==> src/rtl/pipe_pkg.sv <==
// Shared pipeline-register definitions: slot occupancy encoding and the RISC-V NOP word
// for stages that prefer a NOP bubble over all-zero.
package pipe_pkg;

  typedef enum logic [1:0] {
    ST_EMPTY = 2'd0,
    ST_BUSY  = 2'd1,
    ST_FULL  = 2'd2
  } state_t;

  localparam logic [31:0] RV_NOP = 32'h0000_0013;

endpackage

==> src/rtl/sat_counter.sv <==
// Saturating up-counter: increments on inc, sticks at all-ones, cleared only by reset.
// Single-cycle update, no backpressure.
module sat_counter #(
  parameter int W = 16
) (
  input  logic         CLK,
  input  logic         RESET,
  input  logic         inc,
  output logic [W-1:0] count
);

  always_ff @(posedge CLK or posedge RESET) begin
    if (RESET) begin
      count <= '0;
    end else if (inc && !(&count)) begin
      count <= count + 1'b1;
    end
  end

endmodule

==> src/rtl/pipe_skid_stage_reg.sv <==
// Inter-stage pipeline register with valid/ready, synchronous flush, optional 2-entry skid
// buffer (registered IN_READY) and a saturating stall counter; 1-cycle latency.
module pipe_skid_stage_reg
  import pipe_pkg::*;
#(
  parameter int                PC_W    = 32,
  parameter int                DATA_W  = 32,
  parameter bit                SKID_EN = 1'b1,
  parameter logic [DATA_W-1:0] BUBBLE  = '0,
  parameter int                CNT_W   = 16
) (
  input  logic              CLK,
  input  logic              RESET,
  input  logic              FLUSH,
  input  logic              IN_VALID,
  output logic              IN_READY,
  input  logic [PC_W-1:0]   IN_PC,
  input  logic [DATA_W-1:0] IN_DATA,
  output logic              OUT_VALID,
  input  logic              OUT_READY,
  output logic [PC_W-1:0]   OUT_PC,
  output logic [DATA_W-1:0] OUT_DATA,
  output logic [CNT_W-1:0]  STALL_CNT
);

  localparam int               ENT_W      = PC_W + DATA_W;
  localparam logic [ENT_W-1:0] BUBBLE_ENT = {{PC_W{1'b0}}, BUBBLE};

  typedef enum logic [1:0] {SEL_HOLD, SEL_IN, SEL_SKID, SEL_BUBBLE} main_sel_t;

  state_t           state_q, state_d;
  main_sel_t        main_sel;
  logic             skid_load;
  logic [ENT_W-1:0] main_q, skid_q;
  logic             in_fire;

  assign in_fire   = IN_VALID & IN_READY;
  assign OUT_VALID = (state_q != ST_EMPTY);

  always_ff @(posedge CLK or posedge RESET) begin
    if (RESET) begin
      state_q <= ST_EMPTY;
    end else begin
      state_q <= state_d;
    end
  end

  always_comb begin
    state_d = state_q;
    if (FLUSH) begin
      state_d = ST_EMPTY;
    end else begin
      case (state_q)
        ST_EMPTY: if (in_fire) state_d = ST_BUSY;
        ST_BUSY: begin
          if (in_fire && !OUT_READY && SKID_EN) state_d = ST_FULL;
          else if (!in_fire && OUT_READY)       state_d = ST_EMPTY;
        end
        ST_FULL:  if (OUT_READY) state_d = ST_BUSY;
        default:  state_d = ST_EMPTY;
      endcase
    end
  end

  // Leaving a slot empty reloads the bubble, so the outputs stay pure flop outputs.
  always_comb begin
    main_sel  = SEL_HOLD;
    skid_load = 1'b0;
    if (FLUSH) begin
      main_sel = SEL_BUBBLE;
    end else begin
      case (state_q)
        ST_EMPTY: if (in_fire) main_sel = SEL_IN;
        ST_BUSY: begin
          if (in_fire && OUT_READY) main_sel  = SEL_IN;
          else if (in_fire)         skid_load = 1'b1;
          else if (OUT_READY)       main_sel  = SEL_BUBBLE;
        end
        ST_FULL:  if (OUT_READY) main_sel = SEL_SKID;
        default:  main_sel = SEL_BUBBLE;
      endcase
    end
  end

  always_ff @(posedge CLK or posedge RESET) begin
    if (RESET) begin
      main_q <= BUBBLE_ENT;
      skid_q <= BUBBLE_ENT;
    end else begin
      case (main_sel)
        SEL_IN:     main_q <= {IN_PC, IN_DATA};
        SEL_SKID:   main_q <= skid_q;
        SEL_BUBBLE: main_q <= BUBBLE_ENT;
        SEL_HOLD:   main_q <= main_q;
      endcase
      if (skid_load) skid_q <= {IN_PC, IN_DATA};
    end
  end

  assign {OUT_PC, OUT_DATA} = main_q;

  generate
    if (SKID_EN) begin : g_skid
      logic in_ready_q;
      always_ff @(posedge CLK or posedge RESET) begin
        if (RESET) begin
          in_ready_q <= 1'b1;
        end else begin
          in_ready_q <= (state_d != ST_FULL);
        end
      end
      assign IN_READY = in_ready_q;
    end else begin : g_noskid
      assign IN_READY = OUT_READY | ~OUT_VALID;
    end
  endgenerate

  sat_counter #(.W(CNT_W)) u_stall_cnt (
    .CLK   (CLK),
    .RESET (RESET),
    .inc   (OUT_VALID & ~OUT_READY),
    .count (STALL_CNT)
  );

endmodule
==> config.mk <==
export PLATFORM = sky130hd
export DESIGN_NAME = pipe_skid_stage_reg
export DESIGN_NICKNAME = d
export VERILOG_FILES = /design/src/rtl/pipe_pkg.sv /design/src/rtl/sat_counter.sv /design/src/rtl/pipe_skid_stage_reg.sv
export SDC_FILE = /design/constraint.sdc
export NUM_CORES = 1
export LEC_CHECK = 0
export ABC_CLOCK_PERIOD_IN_PS = 10550
export CAP_MARGIN = 20
export CELL_PAD_IN_SITES_DETAIL_PLACEMENT = 0
export CELL_PAD_IN_SITES_GLOBAL_PLACEMENT = 1
export CORE_AREA = 2 2 127 129
export CTS_CLUSTER_SIZE = 10
export DETAILED_ROUTE_END_ITERATION = 8
export DIE_AREA = 0 0 129 131
export PLACE_DENSITY = 0.8
export SLEW_MARGIN = 20
export SYNTH_ARGS = -nofsm -noshare
export SYNTH_HDL_FRONTEND = slang
export SYNTH_SLANG_ARGS = --single-unit
==> constraint.sdc <==
create_clock -name CLK -period 10.55 [get_ports CLK]
set_clock_uncertainty 0.05 [all_clocks]
set_input_delay 1.055 -clock CLK [delete_from_list [all_inputs] [get_ports CLK]]
set_output_delay 1.055 -clock CLK [all_outputs]
set_load 0.05 [all_outputs]
Yosys cells after proc, flatten, opt, wreduce, memory -nomap -nowiden --
Index checks and enable logic that the tools add are counted.
Word-level totals: logic and storage cells 44, memories kept 0, register bits after elaboration 147, input port bits 69, bits in latches 0, memory bits (read-only) 0, memory bits (writable) 0
Cells by class: multiply operators 0, div/mod/pow operators 0, add/sub/neg operators 1, muxes and demuxes 18, bitwise operators 3, equal/unequal tests 6, reduce and logical (&&, ||, !) cells 11, magnitude comparators 0, shifts and indexed selects 0
Operators with widths (number):
- case mux 64 bit (3 select lines) | 1
- 2-to-1 mux 2 bit | 10
- adder 16 x 1 -> 16 bit, second input constant | 1
- AND reduction 16 bit | 1
- case mux 2 bit (3 select lines) | 2
- equality test 2 bit, second input constant | 3
- 2-to-1 mux 1 bit | 5
- equality test 2 x 1 -> 1 bit, second input constant | 2
- logical AND 1 bit | 4
- zero test 2 bit | 2
- zero test 1 bit | 3
- bitwise AND 1 bit | 2
- != test 2 bit, second input constant | 1
- nonzero test 2 bit | 1
- NOT 1 bit | 1

Logic depth before layout (Yosys ltp) --
Gate-level depths: netlist (run 1).
depth in word-level cells 8, mapped depth 6, gate-level depth less buffers 5

Cells and area by module --
From an unflattened synthesis (run 1), not the netlist that was laid out.
Second synthesis, totals: cells, all modules 444, area total of the unflattened synthesis 6317.3 um2
Modules (own cells, without submodules):
- pipe_skid_stage_reg | cells an instance 371, area each 5519.0 um2, times used 1
- sat_counter | cells an instance 73, area each 798.3 um2, times used 1

Least setup slack after synthesis (run 1) --
No wires, ideal clock.
kind input port to flip-flop, start in FLUSH, end reg skid_q[22], setup slack 8258 ps, data arrival time 2117 ps, stages 6, required time 10375 ps, path through buf_2 nor2_1 nand3_1 buf_2 buf_2 mux2_2
On the way: cells in the longest elaborated chain, start to end 1
Ends and longest elaborated chain:
- from (decl) | line pipe_skid_stage_reg.sv:14 | input logic FLUSH,
- 2-to-1 mux 1 bit | line pipe_skid_stage_reg.sv:69 | if (FLUSH) begin
- to (signal assigned) | line pipe_skid_stage_reg.sv:96 | if (skid_load) skid_q <= {IN_PC, IN_DATA};
- to (decl) | line pipe_skid_stage_reg.sv:34 | logic [ENT_W-1:0] main_q, skid_q;
No other way between the ends. A chain may end at the register's enable or synchronous reset.

Worst setup path in the final report (run 1) --
start in OUT_READY, end reg main_q[53]
On the way: cells in the longest elaborated chain, start to end 7, elaborated cells on any way between the ends 12
Ends and longest elaborated chain:
- from (decl) | line pipe_skid_stage_reg.sv:20 | input logic OUT_READY,
- 2-to-1 mux 2 bit | line pipe_skid_stage_reg.sv:77 | else if (OUT_READY) main_sel = SEL_BUBBLE;
- 2-to-1 mux 2 bit | line pipe_skid_stage_reg.sv:76 | else if (in_fire) skid_load = 1'b1;
- 2-to-1 mux 2 bit | line pipe_skid_stage_reg.sv:75 | if (in_fire && OUT_READY) main_sel = SEL_IN;
- case mux 2 bit (3 select lines) * | line pipe_skid_stage_reg.sv:72 | case (state_q)
- 2-to-1 mux 2 bit * | line pipe_skid_stage_reg.sv:69
- equality test 2 bit or equality test 2 x 1 -> 1 bit (tied branches) | line pipe_skid_stage_reg.sv:90 | case (main_sel)
- case mux 64 bit (3 select lines) | line pipe_skid_stage_reg.sv:90
- to (signal assigned) | line pipe_skid_stage_reg.sv:91 | SEL_IN: main_q <= {IN_PC, IN_DATA};
- to (signal assigned) | line pipe_skid_stage_reg.sv:92 | SEL_SKID: main_q <= skid_q;
- to (signal assigned) | line pipe_skid_stage_reg.sv:94 | SEL_HOLD: main_q <= main_q;
- to (decl) | line pipe_skid_stage_reg.sv:34
Mark *: on every way between the ends. The rest lies on a longest branch, timed or not.

==> results.txt, run 1 <==
Worst skew pair latency: 0.41 ns
Area Growth Syn to Fin: 36.2%
Crit-path slowest cell: clkdlybuf4s50_1
1st-iter DRT viols: 224
Post-CTS Resized: 0
Final setup violation count: 0
Pwr dens: 197 nW/um^2
Avg Inst Size Synth: 14.2 um^2
Hold Buf Count CTS: 0
Psw: 0.458 mW
DR DRC count: 0
Die extent in y: 131 um
Crit path buf inv count: 2
Outcome: finished clean
Layout cell share with drive strength beyond 1: 33.2%
Worst setup margin: 7.50 ns
Area leader, netlist: dfrtp_1
Pint: 1.23 mW
Gr usage total: 16.8%
Antenna diodes: 0
Crit Reg-Reg Startpoint: IN_READY$_DFF_PP1_
H-Tree Depth: 4
Multi-input gate area: 2440 um^2
Setup TNS: 0 ns
Period utilization: 28.9%
Area share of the largest cell type after synthesis: 58.0%
Hold worst-path end: main_q[53]$_DFFE_PP0P_
Vias in the first global route: 4349
R2r setup slk: 8.15 ns
Slew @ Worst Pin: 0.949 ns
Die width: 129 um
Startpoint type of the worst setup path: input port
Max_cap viols: 0
Post-synth top flop: dfrtp_1
Via count: 4192
Post-CTS Setup Bufs: 0
# fillers: 1323
Yosys warns: 0
Synth Area in XOR/XNOR: 2.36%
CP cell instances: clkdlybuf4s50_1, nand3b_1, nor2_4, buf_4, a22o_2, a21o_1
Clock power share: 37.5%
Synth Area in Compound Gates: 19.7%
Worst hold stages: 1
CTS tree: yes
Grt total ovfl: 0
FF-to-FF path depth: 4
Total design power: 1.69 mW
FF-to-FF End: skid_q[21]$_DFFE_PP0P_
Core area: 15600 um^2
Synth Area in Adders: 0.199%
Static leakage: 4.13 nW
Utilization after layout: 55.0%
WL/cell: 16.6 um
Pre-Repair DR Iteration Count: 4
Post-DRT Antenna Nets: 0
CP peak stage delay: 0.64 ns
Worst-path fanout max: 34
Mux cell area share after synthesis: 11.6%
Final Slew Violations: 0
RePlAce Congestion: 0.821
Most numerous cell in the Yosys netlist: dfrtp_1
Dpl hpwl: 8790 um
#FFs+latches synth: 147
Standard-cell rows: 46
Initial Util: 40.4%
Cts bufs inserted: 17
Netlist cell types: 38
Largest net degree at the start of global routing: 77
WS Path Type: in -> reg
CTS root buf: clkbuf_16
Clock-pin slew on the worst setup and hold paths: 0.06 ns
Min-delay src: main_q[53]$_DFFE_PP0P_
CTS sink cnt: 147
Comb pwr share: 19.4%
Rel. slew slack: 36.7%
Simple-gate share of the synthesized area: 4.41%
Port buffer count: 150
DP Worst Slack: 7.07 ns
Fmax: 328 MHz
Fin. Hold Viols: 0
Routed wire length: 13600 um
Hold Slack: 0.423 ns
Synth top area cells: dfrtp_1 (58%), mux2_2 (11%), a22o_2 (8.6%)
Worst Path Required: 10.85 ns
Switching Share: 27.1%
Global-route wire length before repair: 22100 um
Max VDD drop: 0.155 mV
Initial antenna violation count: 0
Synthesized Nets: 514
Commonest cells in the netlist: dfrtp_1 (146), mux2_2 (64), a22o_2 (54)
Worst path top cell family by delay: buffers and inverters
Sequential share of the synthesized area: 58.4%
DIE AREA: 16900 um^2
# IOs: 151
Flop pwr share: 43.1%
Crit path DAT: 3.35 ns
Hold crit path type: reg -> reg
Register area: 3680 um^2
Min Tclk post-route: 3.05 ns
Synth Cell Area: 6300 um^2
Syn Inst Count: 444
Vias/cell: 5.12
Main combinational cell family by area after synthesis: compound AO/OA/AOI/OAI gates
Final net count: 660
RSZ-0062 raised after global routing: false
Crit end category: flop
Worst-case clock buffer depth: 2
Ys async rst share: 100%
EDFF count, synth: 0
==> power by group through the flow <==
stage | registers, mW | logic [mW] | clock network [mW]
floorplan | 0.812 | 0.138 | 0
global placement | 0.734 | 0.323 | 0
detailed placement | 0.737 | 0.332 | 0
CTS | 0.729 | 0.333 | 0.651
global route | 0.742 | 0.352 | 0.680
finish | 0.729 | 0.328 | 0.635
==> cell families after synthesis <==
group / Yosys count
AOI/OAI and AO/OA: 140
xor gates and xnor gates: 17
adders and majority gates: 1
buffers and inverters: 33
DFF: 147
muxes: 65
and+or+nand+nor: 41
==> cell type report <==
cell class	instances	share of cell area, %
Clock inverter	9	1.76
Timing Repair Buffer	155	17.9
Inverter	5	0.277
Multi-Input combinational cell	264	28.4
Tap cell	216	3.15
Clock buffer	23	5.57
Sequential cell	147	42.9
==> routing by layer <==
layer | vias up | GRT usage [%] | wire length [um]
met5 | - | 0 | 0
met4 | 0 | 6.52 | 195
met3 | 15 | 5.01 | 759
met2 | 116 | 26.0 | 6300
met1 | 2121 | 22.4 | 6340
li1 | 1940 | - | -
==> through the flow <==
stage / cells / instance area (um^2)
after detailed placement: 787 / 7950
final: 819 / 8580
after CTS: 819 / 8580
after floorplan: 444 / 6300
after global placement: 787 / 7950
after global routing: 819 / 8580
==> how the worst max path moves through the flow <==
| stage | from | end | slack (ns) | cells after the start |
|---|---|---|---|---|
| global route | OUT_READY | main_q[51]$_DFFE_PP0P_ | 7.36 | 6 |
| global placement | FLUSH | skid_q[60]$_DFFE_PP0P_ | 7.11 | 4 |
| finish | OUT_READY | main_q[53]$_DFFE_PP0P_ | 7.50 | 6 |
| detailed placement | FLUSH | skid_q[42]$_DFFE_PP0P_ | 7.07 | 4 |
| CTS | state_q[0]$_DFF_PP0_ | OUT_VALID | 7.48 | 3 |
| floorplan | RESET | main_q[0]$_DFFE_PP0P_ | 5.50 | 1 |
==> registers in the layout (all words and copies together) (netlist names) <==
signal and count:
skid_q 64, main_q 64, IN_READY 1, state_q 2, u_stall_cnt.count 16
==> worst register-to-register path: cells and delay by family (launching register included) <==
kind | cells | cell delay [ns]
simple gates | 3 | 1.04
mux | 1 | 0.65
flops | 1 | 0.53
==> cells in the final DEF, fill, tap and decap left out, types with 2 or more instances in the layout <==
cell	n
dfrtp_1	146
a21o_2	34
and4_1	2
nor2_1	5
nand3_1	6
nor2_4	2
nor3_1	3
and3_1	2
mux2_2	64
a22o_1	10
xor2_1	11
inv_1	4
clkdlybuf4s50_1	150
nand4_1	2
bufinv_16	4
buf_4	5
a21oi_1	4
xnor2_1	6
clkbuf_8	3
nand4_2	2
clkbuf_1	3
a21o_1	30
nand2_1	6
clkinv_2	3
nor4_1	2
a22o_2	54
a211oi_1	3
clkbuf_16	17
No activity file was read; power rests on OpenSTA's default activity.
==> run 2: changes to the inputs <==
- ABC_CLOCK_PERIOD_IN_PS: 10550 -> 2760
- CORE_AREA: 2 2 127 129 -> 2 2 136 138
- DIE_AREA: 0 0 129 131 -> 0 0 138 140
- PLACE_DENSITY: 0.8 -> 0.74
- clock period: 10.55 -> 2.76 ns (I/O delays scaled with it)
==> results.txt, run 2 (synthesized netlist as in run 1, its figures left out) <==
Outcome: finished clean (unchanged)
Standard-cell rows: 49 (was 46)
CTS root buf: clkbuf_16 (unchanged)
Routed wire length: 13500 um (was 13600 um)
Grt total ovfl: 0 (unchanged)
Most common cell after layout, fill and taps aside: clkdlybuf4s50_1 (unchanged)
Final net count: 665 (was 660)
Post-CTS Setup Bufs: 0 (unchanged)
Utilization after layout: 48.4% (was 55.0%)
Hold crit path type: in -> async (was reg -> reg)
RePlAce Congestion: 0.775 (was 0.821)
WL/cell: 16.1 um (was 16.6 um)
Worst Path Required: 2.43 ns (was 10.85 ns)
Antenna diodes: 0 (unchanged)
Initial Util: 35.4% (was 40.4%)
Max VDD drop: 0.492 mV (was 0.155 mV)
Worst skew pair latency: 0.40 ns (was 0.41 ns)
Layout cell share with drive strength beyond 1: 33.7% (was 33.2%)
Crit path buf inv count: 2 (unchanged)
Initial antenna violation count: 0 (unchanged)
Slew @ Worst Pin: 0.708 ns (was 0.949 ns)
Hold Buf Count CTS: 0 (unchanged)
Max_cap viols: 0 (unchanged)
CP cell instances: nor2_1, inv_1, clkdlybuf4s50_1 (was clkdlybuf4s50_1, nand3b_1, nor2_4, buf_4, a22o_2, a21o_1)
CP peak stage delay: 0.80 ns (was 0.64 ns)
Commonest non-fill, non-tap cells in the layout: clkdlybuf4s50_1 (150), dfrtp_1 (146), mux2_2 (64) (unchanged)
Final setup violation count: 0 (unchanged)
Final Slew Violations: 0 (unchanged)
Cts bufs inserted: 17 (unchanged)
Gr usage total: 14.5% (was 16.8%)
Static leakage: 4.13 nW (about the same)
Die width: 138 um (was 129 um)
Pre-Repair DR Iteration Count: 5 (was 4)
CTS sink cnt: 147 (unchanged)
Crit path depth: 3 (was 6)
Pwr dens: 731 nW/um^2 (was 197 nW/um^2)
Startpoint type of the worst setup path: flop (was input port)
Worst path top cell family by delay: buffers and inverters (unchanged)
Global-route wire length before repair: 22800 um (was 22100 um)
DIE AREA: 19300 um^2 (was 16900 um^2)
Placed cell count: 805 (was 787)
DR DRC count: 0 (unchanged)
# IOs: 151 (unchanged)
Crit end category: output pin (was flop)
Post-CTS Resized: 0 (unchanged)
Biggest regs: main_q x64, skid_q x64, u_stall_cnt.count x16 (unchanged)
Fmax: 444 MHz
Vias/cell: 5.02 (was 5.12)
Rel. slew slack: 52.8% (was 36.7%)
Port buffer count: 150 (unchanged)
WS Path Type: reg -> out (was in -> reg)
Worst-path fanout max: 8 (was 34)
Min Tclk post-route: 2.25 ns
Die extent in y: 140 um (was 131 um)
Period utilization: 81.5%
Area Growth Syn to Fin: 36.7% (was 36.2%)
Clock-pin slew on the worst setup and hold paths: 0.06 ns (about the same)
Dpl hpwl: 9010 um (was 8790 um)
Setup TNS: 0 ns (unchanged)
Largest net degree at the start of global routing: 80 (was 77)
RSZ-0062 raised after global routing: false (unchanged)
Via count: 4198 (was 4192)
Non-filler cells, final: 837 (was 819)
Core area: 17800 um^2 (was 15600 um^2)
CTS tree: yes (unchanged)
Vias in the first global route: 4390 (was 4349)
Crit-path slowest cell: clkdlybuf4s50_1 (unchanged)
Post-DRT Antenna Nets: 0 (unchanged)
Crit path DAT: 1.92 ns (was 3.35 ns)
FF-to-FF path depth: 5 (was 4)
H-Tree Depth: 4 (unchanged)
1st-iter DRT viols: 142 (was 224)
Fin. Hold Viols: 0 (unchanged)
Worst-case clock buffer depth: 2 (unchanged)
-- run 2: changes by cell type in the layout (fill, tap and decap cells not counted) --
cell / delta
buf_12: +2
buf_4: +3
inv_6: -1
bufinv_16: -2
clkinvlp_4: +2
clkinv_2: +1
-- run 2: final cells by class --
class                   count  area, um^2
multi-input cells         264        2440
clock inverters             9         104
fillers                  1570        9170
flip-flops and latches    147        3680
repair buffers            160        1600
well taps                 229         287
clock buffers              23         478
inverters                   5        22.5
-- run 2: tightest hold or removal path, delay by kind of cell --
| family | cells | cell delay (ns) |
|---|---|---|
| buffers and inverters | 3 | 0.88 |
-- run 2: layer usage --
layer	vias to the layer above	wire, um	part of all wire [%]	global-route usage, %
met2	104	6510	48	23.7
met4	0	159	1.2	4.51
met5	-	0	0	0
met3	11	680	5.0	4.38
met1	2126	6140	46	18.7
li1	1957	-	-	-
-- run 2: metrics by stage --
stage / hold slack [ns] / total power [mW] / setup WS [ns] / instance area, um^2
3_5_place_dp: 0.416 / 4.10 / 0.596 / 8030
3_3_place_gp: 0.414 / 4.05 / 0.629 / 8030
2_1_floorplan: 0.310 / 3.63 / 0.588 / 6300
6_report: 0.306 / 6.29 / 0.509 / 8610
5_1_grt: 0.345 / 6.63 / 0.443 / 8610
4_1_cts: 0.315 / 6.38 / 0.491 / 8610
-- run 2: worst paths after layout --
path / to / startpoint / slack [ns]
setup / recovery: OUT_VALID / state_q[0]$_DFF_PP0_ / 0.51
hold / removal: main_q[0]$_DFFE_PP0P_ / RESET / 0.31
setup reg to reg: main_q[18]$_DFFE_PP0P_ / state_q[0]$_DFF_PP0_ / 0.87
hold reg to reg: main_q[23]$_DFFE_PP0P_ / main_q[23]$_DFFE_PP0P_ / 0.43
max in group asynchronous: main_q[37]$_DFFE_PP0P_ / RESET / 1.99
min in group CLK: main_q[23]$_DFFE_PP0P_ / main_q[23]$_DFFE_PP0P_ / 0.43
-- run 2: power by group --
part / leakage [nW] / internal, mW / switching, mW
combinational: 1.96 / 0.596 / 0.664
sequential: 1.89 / 2.55 / 0.239
clock: 0.283 / 1.40 / 0.850
total: 4.13 / 4.54 / 1.75
==> run 3: changes to the inputs <==
- ABC_CLOCK_PERIOD_IN_PS: 2760 -> 2150
- CORE_AREA: 2 2 136 138 -> 2 2 129 131
- DIE_AREA: 0 0 138 140 -> 0 0 131 133
- PLACE_DENSITY: 0.74 -> 0.78
- clock period: 2.76 -> 2.15 ns (I/O delays scaled with it)
==> results.txt, run 3 (synthesized netlist as in run 1, its figures left out) <==
Static leakage: 4.18 nW (was 4.13 nW)
Post-CTS Setup Bufs: 0 (unchanged)
CP peak stage delay: 0.79 ns (was 0.80 ns)
Area Growth Syn to Fin: 38.1% (was 36.7%)
Non-filler cells, final: 829 (was 837)
Outcome: finished clean (unchanged)
Largest net degree at the start of global routing: 96 (was 80)
Standard-cell rows: 47 (was 49)
Placed cell count: 797 (was 805)
H-Tree Depth: 4 (unchanged)
Most common cell after layout, fill and taps aside: clkdlybuf4s50_1 (unchanged)
Dpl hpwl: 8980 um (was 9010 um)
Core area: 16200 um^2 (was 17800 um^2)
Cts bufs inserted: 17 (unchanged)
Total design power: 8.29 mW (was 6.29 mW)
Worst-case clock buffer depth: 2 (unchanged)
RSZ-0062 raised after global routing: false (unchanged)
Biggest regs: main_q x64, skid_q x64, u_stall_cnt.count x16 (unchanged)
Global-route wire length before repair: 23000 um (was 22800 um)
Pre-Repair DR Iteration Count: 4 (was 5)
Routed wire length: 14000 um (was 13500 um)
Max_cap viols: 0 (unchanged)
Crit path buf inv count: 1 (was 2)
DP Worst Slack: 0.185 ns (was 0.596 ns)
Rel. slew slack: 55.7% (was 52.8%)
Hold Slack: 0.216 ns (was 0.306 ns)
Crit-path slowest cell: clkdlybuf4s50_1 (unchanged)
Crit end category: output pin (unchanged)
Gr usage total: 16.9% (was 14.5%)
Worst path top cell family by delay: buffers and inverters (unchanged)
Crit path DAT: 1.74 ns (was 1.92 ns)
# fillers: 1342 (was 1570)
CTS tree: yes (unchanged)
WS Path Type: reg -> out (unchanged)
1st-iter DRT viols: 165 (was 142)
FF-to-FF End: main_q[34]$_DFFE_PP0P_ (was main_q[18]$_DFFE_PP0P_)
Vias in the first global route: 4556 (was 4390)
Initial Util: 39.0% (was 35.4%)
Final net count: 666 (was 665)
Startpoint type of the worst setup path: flop (unchanged)
Clock-pin slew on the worst setup and hold paths: 0.06 ns (about the same)
WL/cell: 16.9 um (was 16.1 um)
Initial antenna violation count: 0 (unchanged)
FF-to-FF path depth: 5 (unchanged)
CP endpoint: IN_READY (was OUT_VALID)
CTS root buf: clkbuf_16 (unchanged)
Hold crit path type: in -> async (unchanged)
Die width: 131 um (was 138 um)
Worst-path fanout max: 2 (was 8)
Fin. Hold Viols: 0 (unchanged)
Max VDD drop: 1.05 mV (was 0.492 mV)
Commonest non-fill, non-tap cells in the layout: clkdlybuf4s50_1 (149), dfrtp_1 (146), mux2_2 (64) (was clkdlybuf4s50_1 (150), dfrtp_1 (146), mux2_2 (64))
Antenna diodes: 0 (unchanged)
Grt total ovfl: 0 (unchanged)
Die extent in y: 133 um (was 140 um)
CP cell instances: clkdlybuf4s50_1 (was nor2_1, inv_1, clkdlybuf4s50_1)
# IOs: 151 (unchanged)
Fmax: 499 MHz
Post-DRT Antenna Nets: 0 (unchanged)
Crit Reg-Reg Startpoint: state_q[1]$_DFF_PP0_ (was state_q[0]$_DFF_PP0_)
Worst skew pair latency: 0.41 ns (was 0.40 ns)
Worst setup margin: 0.144 ns (was 0.509 ns)
Min Tclk post-route: 2.01 ns
Setup TNS: 0 ns (unchanged)
R2r setup slk: 0.39 ns (was 0.87 ns)
DIE AREA: 17400 um^2 (was 19300 um^2)
Port buffer count: 150 (unchanged)
Slew @ Worst Pin: 0.664 ns (was 0.708 ns)
Layout cell share with drive strength beyond 1: 33.8% (was 33.7%)
Pwr dens: 953 nW/um^2 (was 731 nW/um^2)
Worst Path Required: 1.88 ns (was 2.43 ns)
CP startpoint: IN_READY$_DFF_PP1_ (was state_q[0]$_DFF_PP0_)
Crit path depth: 1 (was 3)
Final setup violation count: 0 (unchanged)
Vias/cell: 5.12 (was 5.02)
Period utilization: 93.3%
DR DRC count: 0 (unchanged)
RePlAce Congestion: 0.804 (was 0.775)
CTS sink cnt: 147 (unchanged)
Final Slew Violations: 0 (unchanged)
Via count: 4246 (was 4198)
## run 3: cell types whose count changed in the layout (fill, tap and decap cells not counted), sizes merged
| cell | before | now |
|---|---|---|
| clkinv | 5 | 1 |
| dlygate4sd2 | 0 | 1 |
| inv | 4 | 5 |
| clkbuf | 23 | 25 |
| buf | 10 | 11 |
| bufinv | 2 | 3 |
| clkdlybuf4s50 | 150 | 149 |
## run 3: worst register-to-register path, stage by stage, from the launching register on
cell and delay, ns:
dfrtp_1 0.48, xnor2_1 0.21, a2bb2oi_1 0.29, nor2_4 0.15
buf_12 0.21, a21o_2 0.25
## run 3: power by group
part | switching (mW) | internal (mW)
logic | 0.863 | 0.773
registers | 0.300 | 3.27
clock network | 1.10 | 1.98
## run 3: what timing repair did
| item | CTS | global route |
|---|---|---|
| resized for setup | 1 | 0 |
| hold buffers | 0 | 0 |
| endpoints found under the hold margin | 0 | 0 |
| endpoints found under the setup margin | 1 | 0 |
## run 3: metrics by stage
stage	instance area, um^2	util (%)
finish	8700	53.8
CTS	8700	53.8
global route	8700	53.8
detailed placement	8080	49.9
floorplan	6300	-
global placement	8080	49.9
## run 3: final cells by class
cell class | instances | area [um^2] | share of cell area [%]
clock buffers | 25 | 505 | 5.81
clock inverters | 7 | 119 | 1.37
inverters | 5 | 22.5 | 0.259
multi-input cells | 264 | 2440 | 28.0
flip-flops and latches | 147 | 3680 | 42.3
well taps | 220 | 275 | 3.16
repair buffers | 161 | 1660 | 19.1
## run 3: how the worst min path moves through the flow
stage,startpoint,end,slack [ns],cells past startpoint
after floorplan,OUT_READY,state_q[1]$_DFF_PP0_,0.25,1
after global placement,main_q[31]$_DFFE_PP0P_,main_q[31]$_DFFE_PP0P_,0.41,1
after detailed placement,main_q[14]$_DFFE_PP0P_,main_q[14]$_DFFE_PP0P_,0.41,1
after CTS,RESET,state_q[1]$_DFF_PP0_,0.27,3
after global routing,RESET,state_q[1]$_DFF_PP0_,0.29,3
final,RESET,main_q[61]$_DFFE_PP0P_,0.22,3
## run 3: per-layer routing
metal  GRT usage (%)  vias up  wire length, um
li1                -     1956                -
met1            22.4     2157             6270
met2            26.5      117             6650
met3            5.50       16              879
met4            5.02        0              177
met5               0        -                0
==> RTL edit, RTL diff (settings of run 1) <==
The parameter `SKID_EN` goes from 1'b1 to 1'b0.
--- a/src/rtl/pipe_skid_stage_reg.sv
+++ b/src/rtl/pipe_skid_stage_reg.sv
@@ -6,5 +6,5 @@
   parameter int                PC_W    = 32,
   parameter int                DATA_W  = 32,
-  parameter bit                SKID_EN = 1'b1,
+  parameter bit                SKID_EN = 1'b0,
   parameter logic [DATA_W-1:0] BUBBLE  = '0,
   parameter int                CNT_W   = 16
Function: changed (a bounded check fails within 4 cycles, from zero or initial values and one cycle with RESET high).
==> RTL edit against run 1 <==
Wire length fell by 38%. Power is 45% lower. Synthesized area decreased by 50%. Hold slack better by 0.029 ns. Design area fell by 39%. Sequential cell count decreased by 66. Worst setup slack got worse by 0.80 ns. Die area unchanged.
==> RTL edit: results (changes against run 1) <==
Parameter                              Value

Clock network
  Source-to-sink clock delay at the later pin of the worst-skew pair    0.34 ns (was 0.41 ns)
  H-tree depth    3 (was 4)
  Number of buffers inserted during clock tree synthesis    9 (was 17)

Status
  Outcome    complete, no violations (unchanged)

Synthesis
  Sequential element share of the synthesized area    0.646 (was 0.584)
  Post-synthesis instance area    0.00314 mm2 (was 0.00630 mm2)
  Yosys reg bits    81 (was 147)

Detailed routing
  Met1 layer wirelength in the final routing    3.89 mm (was 6.34 mm)
  Length of routed met3 wiring    703 um (was 759 um)
  Avg WL per Cell    14.1 um (was 16.6 um)
  DR iter-0 viols    153 (was 224)
  Vias per std cell    4.09 (was 5.12)

Setup path
  Critical register-to-register path endpoint    main_q[23] (was skid_q[21])
  Critical-path maximum fanout    7 (was 34)
  Crit path arrival time    2.74 ns (was 3.35 ns)
  Reg2reg start    state_q[0] (was IN_READY)
  Max incr delay on CP    0.80 ns (was 0.64 ns)

Global routing
  Global routing usage summed across all routing layers    0.103 (was 0.168)
  Via count of the first global-routing pass    2530 (was 4349)

Power
  Power per Cell Area    178 mW/mm2 (was 197 mW/mm2)
  Combinational share of power    0.227 (was 0.194)
  Power of the sequential group    0.359 mW (was 0.729 mW)
  Worst vdd rail ir drop    0.0695 mV (was 0.155 mV)
  Power, Total    0.928 mW (was 1.69 mW)

Cells and area
  Sequential cell area    0.00203 mm2 (was 0.00368 mm2)
  Fraction of final layout cells sized beyond drive strength 1    0.0892 (was 0.332)
  Layout Cells excl Fill    597 (was 819)
  Registers with the highest flip-flop counts    main_q x64, u_stall_cnt.count x16, state_q x1 (was main_q x64, skid_q x64, u_stall_cnt.count x16)
  Layout buffering overhead excluding clock cells    0.292 (was 0.179)
  Number of logic inverters in the finished layout    2 (was 5)
  Total of plain and repair buffers excluding clock buffers    153 (was 155)
  Proportion of cell area occupied by multi-input gates    0.200 (was 0.284)

STA
  Slew headroom    0.498 (was 0.367)
  Tightest hold margin    0.452 ns (was 0.423 ns)

Placed design
  Instance area at placement    0.00488 mm2 (was 0.00795 mm2)
  Count of placed standard cells including taps    581 (was 787)
  Final estimated routing congestion in global placement    0.790 (was 0.821)
-- RTL edit: cell count changes after synthesis, sizes merged, moves of 2 or more --
cell,delta
o211ai,+2
or2,-2
or3,+2
xnor2,-2
dfrtp,-65
a21o,-64
buf,-15
nand4b,+2
a211oi,-2
inv,-3
xor2,-6
mux2,-61
-- RTL edit: worst min path at each step --
stage,from,to,cells after the start
after CTS,main_q[59],main_q[59],1
after detailed placement,main_q[51],main_q[51],1
final,main_q[41],main_q[41],1
after global routing,main_q[53],main_q[53],1
after global placement,main_q[61],main_q[61],1
after floorplan,u_stall_cnt.count[5],u_stall_cnt.count[5],1
-- RTL edit: logic make-up after synthesis --
logic type	share of synthesized area
DFF	0.646
AOI/OAI and AO/OA	0.203
xor gates and xnor gates	0.0251
and+or+nand+nor	0.0842
muxes	0.0144
adders and majority gates	0.00399
buffers and inverters	0.0231
-- RTL edit: layer usage --
layer	GRT usage	up-vias
met5	0	-
met1	0.132	1167
met2	0.157	107
li1	-	1158
met4	0.0390	0
met3	0.0415	11
